--- src/rtl/fd_pkg.sv ---
// Shared definitions for the FAST-9 frame path: image geometry, SRAM address
// width, pixel width and the loader state encoding. Also used by the detector
// controller and the address calculator, so edit with care.
package fd_pkg;

  // Loader phases: waiting for start-of-frame, loading pixels, frame held.
  typedef enum logic [1:0] {
    FD_IDLE = 2'd0,
    FD_LOAD = 2'd1,
    FD_DONE = 2'd2
  } fd_state_e;

  localparam int FD_IMG_W  = 128;
  localparam int FD_IMG_H  = 128;
  localparam int FD_ADDR_W = 15;
  localparam int FD_PIX_W  = 8;
  localparam int FD_NPIX   = FD_IMG_W * FD_IMG_H;

endpackage

--- src/rtl/fd_wr_port.sv ---
// Registered SRAM write stage. Captures one accepted pixel per cycle and
// presents address/data/enable to the SRAM on the following cycle. Reset
// clears the stage, which also drops a write captured on the reset edge.
module fd_wr_port
  import fd_pkg::*;
#(
  parameter int ADDR_W = FD_ADDR_W
) (
  input  logic                clock,
  input  logic                reset,
  input  logic                wr_en,
  input  logic [ADDR_W-1:0]   wr_addr,
  input  logic [FD_PIX_W-1:0] wr_data,
  output logic [ADDR_W-1:0]   sramAddr,
  output logic [FD_PIX_W-1:0] sramData,
  output logic                sramWren
);

  logic [ADDR_W-1:0]   addr_q, addr_d;
  logic [FD_PIX_W-1:0] data_q, data_d;
  logic                wren_q, wren_d;

  // Next write: load address/data on an accepted pixel, otherwise hold them.
  always_comb begin
    addr_d = addr_q;
    data_d = data_q;
    wren_d = wr_en;
    if (wr_en) begin
      addr_d = wr_addr;
      data_d = wr_data;
    end
  end

  // Write-stage registers; reset suppresses any pending write.
  always_ff @(posedge clock) begin
    if (reset) begin
      addr_q <= '0;
      data_q <= '0;
      wren_q <= 1'b0;
    end else begin
      addr_q <= addr_d;
      data_q <= data_d;
      wren_q <= wren_d;
    end
  end

  assign sramAddr = addr_q;
  assign sramData = data_q;
  assign sramWren = wren_q;

endmodule

--- src/rtl/fd_frame_loader.sv ---
// Write-side front end of the FAST-9 image SRAM. Accepts a raster pixel
// stream, writes each pixel at its linear address (an incrementing counter,
// no multiplier), then holds the frame with frameReady until the detector
// controller acknowledges it. Framing problems are reported on sticky flags.
module fd_frame_loader
  import fd_pkg::*;
#(
  parameter int WIDTH  = FD_IMG_W,
  parameter int HEIGHT = FD_IMG_H,
  parameter int ADDR_W = FD_ADDR_W
) (
  input  logic                clock,
  input  logic                reset,
  input  logic                pixValid,
  output logic                pixReady,
  input  logic [FD_PIX_W-1:0] pixData,
  input  logic                pixSof,
  input  logic                pixEof,
  output logic [ADDR_W-1:0]   sramAddr,
  output logic [FD_PIX_W-1:0] sramData,
  output logic                sramWren,
  output logic                frameReady,
  input  logic                detAck,
  output logic [7:0]          frameCount,
  output logic                errShort,
  output logic                errSync,
  output logic                errLong
);

  localparam int NPIX = WIDTH * HEIGHT;
  localparam logic [ADDR_W-1:0] LAST_ADDR = ADDR_W'(NPIX - 1);
  localparam logic [ADDR_W-1:0] ONE_ADDR  = ADDR_W'(1);

  localparam logic [1:0] ST_IDLE = FD_IDLE;
  localparam logic [1:0] ST_LOAD = FD_LOAD;
  localparam logic [1:0] ST_DONE = FD_DONE;

  // The whole frame must be addressable and the geometry non-degenerate.
  if ((WIDTH < 2) || (HEIGHT < 2) ||
      (longint'(NPIX) > (longint'(1) << ADDR_W))) begin : g_geom_bad
    $error("fd_frame_loader: WIDTH*HEIGHT does not fit in ADDR_W or dimension < 2");
  end

  logic [1:0]          state_q, state_d;
  logic [ADDR_W-1:0]   cnt_q, cnt_d;
  logic                ready_q, ready_d;
  logic                frame_ready_q, frame_ready_d;
  logic [7:0]          frame_count_q, frame_count_d;
  logic                err_short_q, err_short_d;
  logic                err_sync_q, err_sync_d;
  logic                err_long_q, err_long_d;

  logic                accept;
  logic                wr_en;
  logic [ADDR_W-1:0]   wr_addr;
  logic [FD_PIX_W-1:0] wr_data;

  assign accept = pixValid & ready_q;

  // Frame FSM: start detection, pixel counting, completion and hand-off.
  always_comb begin
    state_d       = state_q;
    cnt_d         = cnt_q;
    frame_ready_d = frame_ready_q;
    frame_count_d = frame_count_q;
    err_short_d   = err_short_q;
    err_sync_d    = err_sync_q;
    err_long_d    = err_long_q;
    wr_en         = 1'b0;
    wr_addr       = cnt_q;
    wr_data       = pixData;

    case (state_q)
      ST_IDLE: begin
        // Pixels before a start-of-frame are consumed and discarded.
        if (accept && pixSof) begin
          wr_en   = 1'b1;
          wr_addr = '0;
          if (pixEof) begin
            err_short_d = 1'b1;
            cnt_d       = '0;
          end else begin
            cnt_d   = ONE_ADDR;
            state_d = ST_LOAD;
          end
        end
      end

      ST_LOAD: begin
        if (accept) begin
          wr_en = 1'b1;
          if (pixSof) begin
            // Unexpected restart: treat as the first pixel of a new frame.
            err_sync_d = 1'b1;
            wr_addr    = '0;
            if (pixEof) begin
              err_short_d = 1'b1;
              cnt_d       = '0;
              state_d     = ST_IDLE;
            end else begin
              cnt_d = ONE_ADDR;
            end
          end else if (cnt_q == LAST_ADDR) begin
            // Last pixel completes the frame whether or not it carries EOF.
            if (!pixEof) begin
              err_long_d = 1'b1;
            end
            cnt_d   = '0;
            state_d = ST_DONE;
          end else if (pixEof) begin
            err_short_d = 1'b1;
            cnt_d       = '0;
            state_d     = ST_IDLE;
          end else begin
            cnt_d = cnt_q + ONE_ADDR;
          end
        end
      end

      ST_DONE: begin
        // First DONE cycle is the last write's SRAM cycle; publish after it.
        if (!frame_ready_q) begin
          frame_ready_d = 1'b1;
          frame_count_d = frame_count_q + 8'd1;
        end else if (detAck) begin
          frame_ready_d = 1'b0;
          state_d       = ST_IDLE;
        end
      end

      default: begin
        state_d = ST_IDLE;
      end
    endcase

    // Input is held off for as long as a frame sits in the SRAM.
    ready_d = (state_d != ST_DONE);
  end

  // Control registers.
  always_ff @(posedge clock) begin
    if (reset) begin
      state_q       <= ST_IDLE;
      cnt_q         <= '0;
      ready_q       <= 1'b0;
      frame_ready_q <= 1'b0;
      frame_count_q <= 8'd0;
      err_short_q   <= 1'b0;
      err_sync_q    <= 1'b0;
      err_long_q    <= 1'b0;
    end else begin
      state_q       <= state_d;
      cnt_q         <= cnt_d;
      ready_q       <= ready_d;
      frame_ready_q <= frame_ready_d;
      frame_count_q <= frame_count_d;
      err_short_q   <= err_short_d;
      err_sync_q    <= err_sync_d;
      err_long_q    <= err_long_d;
    end
  end

  fd_wr_port #(
    .ADDR_W (ADDR_W)
  ) u_wr_port (
    .clock    (clock),
    .reset    (reset),
    .wr_en    (wr_en),
    .wr_addr  (wr_addr),
    .wr_data  (wr_data),
    .sramAddr (sramAddr),
    .sramData (sramData),
    .sramWren (sramWren)
  );

  assign pixReady   = ready_q;
  assign frameReady = frame_ready_q;
  assign frameCount = frame_count_q;
  assign errShort   = err_short_q;
  assign errSync    = err_sync_q;
  assign errLong    = err_long_q;

endmodule

--- config.mk ---
export PLATFORM = sky130hd
export DESIGN_NAME = fd_frame_loader
export DESIGN_NICKNAME = d
export VERILOG_FILES = /design/src/rtl/fd_pkg.sv /design/src/rtl/fd_wr_port.sv /design/src/rtl/fd_frame_loader.sv
export SDC_FILE = /design/constraint.sdc
export NUM_CORES = 1
export LEC_CHECK = 0
export BUFFER_PORTS_ARGS = -buffer_cell sky130_fd_sc_hd__buf_2
export CORE_UTILIZATION = 57
export DETAILED_ROUTE_END_ITERATION = 10
export HOLD_SLACK_MARGIN = 0.12
export PLACE_DENSITY = 0.82
export SLEW_MARGIN = 20
export SYNTH_ARGS = -nofsm -noshare
export SYNTH_HDL_FRONTEND = slang
export SYNTH_SLANG_ARGS = --single-unit
--- constraint.sdc ---
create_clock -name clock -period 3.9 [get_ports clock]
set_input_delay 0 -clock clock [delete_from_list [all_inputs] [get_ports clock]]
set_output_delay 0 -clock clock [all_outputs]
set_load 0.02 [all_outputs]
==> results.py <==
metrics = {
    "floorplanning": {
        "die_w_um": 64.2,
        "die_area_um2": 4120,
        "die_h_um": 64.2,
        "initial_core_util_pct": 59.8,
        "core_region_area_um2": 3690,
        "row_count": 22,
        "pin_count": 51,
    },
    "timing": {
        "fin_crit_ps": 2490,
        "setup_ws_ps": 1410,
        "worst_pin_slew_ps": 1040,
        "slew-limit-headroom_pct": 30.6,
        "rsz0062_at_grt": "no",
        "finalHoldViolCount": 0,
        "finalSetupTns_ps": 0,
        "finalCritPeriodShare_pct": 63.8,
        "hold_ws_ps": 173,
        "maxSlewViolCount": 0,
        "fin_skew_ps": 5.95,
        "timing.fmax_mhz": 402,
        "setup_viol": 0,
    },
    "outcome": {
        "outcome": "finished clean",
    },
    "place": {
        "pre_cts_slack_ps": 1400,
        "place.gp.congestion": 0.853,
        "dp_hpwl_um": 3240,
        "port_buffers": 50,
    },
    "routing": {
        "drc_errors": 0,
        "vias": 1950,
        "wirelength_um": 4820,
        "ant_nets": 0,
        "vias_per_cell": 5.57,
        "wl_per_cell_um": 13.8,
        "first_pass_iters": 4,
        "drt_iter0_markers": 118,
    },
    "grt": {
        "grt_pass1_vias": 1800,
        "grt_usage_pct": 24.9,
        "grt_pass1_wl_um": 8030,
        "grt_max_degree": 56,
        "grt_overflow_total": 0,
        "antenna_found_initial": 0,
    },
    "min_path": {
        "hp-class": "in -> reg",
    },
    "yosys": {
        "async_flop_share_pct": 0,
        "ys_seq_elements": 54,
        "synth-edff-count": 0,
        "ys_warn_count": 0,
        "postSynthCellCount": 246,
        "synth_seq_area_share_pct": 49.0,
        "ys.flop_type": "dfxtp_1",
        "syn-cell-area_um2": 2210,
        "synthesis.nets": 262,
        "avgSynthCellArea_um2": 8.97,
        "synth_cell_type_count": 41,
    },
    "critical_path": {
        "cp.required_ps": 4050,
        "endpoint_kind": "flip-flop",
        "startpoint_type": "flip-flop",
        "worstPathMaxFanout": 13,
        "critPathKind": "reg -> reg",
        "cp.arrival_ps": 2640,
    },
    "clock_tree": {
        "cts_max_path_buffers": 2,
        "ctsResizeCount": 0,
        "numCtsBuffers": 5,
        "clk_latency_ps": 300,
        "cts_sinks": 54,
        "cts_tree": "yes",
        "clkTransAtPathRegs_ps": 90,
        "htreeDepth": 2,
        "root_buffer": "clkbuf_8",
    },
    "power": {
        "p_int_uw": 702,
        "p_sw_share_pct": 22.6,
        "p_per_area_nw_per_um2": 341,
        "p_switching_uw": 205,
        "pwr-share-clk_pct": 31.8,
        "max-vdd-ir-drop_mv": 0.294,
        "combPwrFrac_pct": 6.3,
        "p_seq_share_pct": 61.8,
        "p_leak_nw": 1.05,
    },
    "layout": {
        "n_antenna_cell": 0,
        "area_delta_synth_final_pct": 20.6,
        "fillerInstances": 314,
        "nNetsFinal": 318,
        "drive_above_1_share_pct": 21.2,
    },
    "job": {
        "maxCapViolCount": 0,
    },
}
## cell usage after synthesis, types with 4 or more instances
cell type   n  share of area (%)
a211oi_1    5                1.7
a21oi_1    11                2.5
a22oi_1    16                5.4
clkbuf_1   10                1.7
dfxtp_1    54                 49
inv_1       4               0.68
nand2_1    25                4.3
nand3_1     5                1.1
nand4_1     8                2.3
nor2_1     32                5.4
nor3_1     11                2.5
nor4_1      4                1.1
o21ai_0     4               0.91
xnor2_1     7                2.8
xor2_1      7                2.8
## cells by family (layout without fill, tap and decap cells)
logic type / after synthesis / in the layout / share of synthesized area [%]
DFF: 54 / 54 / 49.0
xor gates and xnor gates: 14 / 14 / 5.56
and+or+nand+nor: 110 / 110 / 25.9
AOI/OAI and AO/OA: 46 / 46 / 14.2
adders and majority gates: 2 / 2 / 1.13
muxes: 2 / 2 / 0.908
buffers and inverters: 18 / 74 / 3.23
## critical path: stages, from the launching register on
cell	delay (ps)
dfxtp_1	430
nand4_1	270
or4_1	690
a21oi_1	840
nor3_1	120
## layout make-up
type,count,area (um2),share of cell area (%)
well taps,48,60.1,2.26
inverters,4,15.0,0.564
multi-input cells,174,1050,39.6
repair buffers,63,375,14.1
clock buffers,7,76.3,2.87
flip-flops and latches,54,1080,40.6
## repair_timing
item / CTS / global route
buffers inserted: 0 / 0
hold endpoints to repair: 15 / 0
hold buffers: 11 / 0
## power groups by stage
stage / logic (mW) / registers, mW / clock network, mW
5_1_grt: 0.0630 / 0.562 / 0.318
3_3_place_gp: 0.0486 / 0.573 / 0
3_5_place_dp: 0.0491 / 0.574 / 0
2_1_floorplan: 0.0269 / 0.578 / 0
4_1_cts: 0.0576 / 0.561 / 0.293
6_report: 0.0576 / 0.561 / 0.289
## flip-flops by register name, summed over array words and instances, names as in the netlist
signal	flops
cnt_q	15
u_wr_port.sramAddr	15
frameCount	8
u_wr_port.sramData	8
state_q	2
errLong	1
errShort	1
errSync	1
frameReady	1
pixReady	1
u_wr_port.sramWren	1
## stage by stage
step	util, %	cells	total power [mW]	instance area [um2]
2_1_floorplan	-	246	0.605	2210
3_3_place_gp	67.1	332	0.622	2470
3_5_place_dp	67.1	332	0.623	2470
4_1_cts	72.2	350	0.911	2660
5_1_grt	72.2	350	0.943	2660
6_report	72.2	350	0.907	2660
## metal layers
metal | GRT usage (%) | up-vias | routed length, um
li1 | - | 991 | -
met3 | 5.18 | 9 | 157
met5 | 0 | - | 0
met4 | 13.3 | 0 | 76
met1 | 31.0 | 905 | 2260
met2 | 40.3 | 45 | 2330
## final timing paths
path                            startpoint    endpoint  slack (ps)  cells past startpoint
worst max-delay path              cnt_q[7]    cnt_q[5]        1410                      4
worst min-delay path              pixValid  state_q[0]         170                      4
worst max register to register    cnt_q[7]    cnt_q[5]        1410                      4
worst min register to register    errShort    errShort         450                      2
## placed cells by master, fill, tap and decap left out, types with 3 or more instances in the layout
cell type	Yosys	routed
dfxtp_1	54	54
nand4_1	8	8
nor2_1	32	32
clkbuf_8	0	5
a211oi_1	5	5
o21ai_0	4	4
nor3b_1	3	3
inv_1	4	4
nand2_1	25	25
nor2b_1	3	3
buf_2	3	50
xor2_1	7	7
nor3_1	11	11
xnor2_1	7	7
a21oi_1	11	11
a22oi_1	16	16
nand3_1	5	5
nor4_1	4	4
dlygate4sd3_1	0	11
Note: power is estimated with default switching activity, not from simulation.
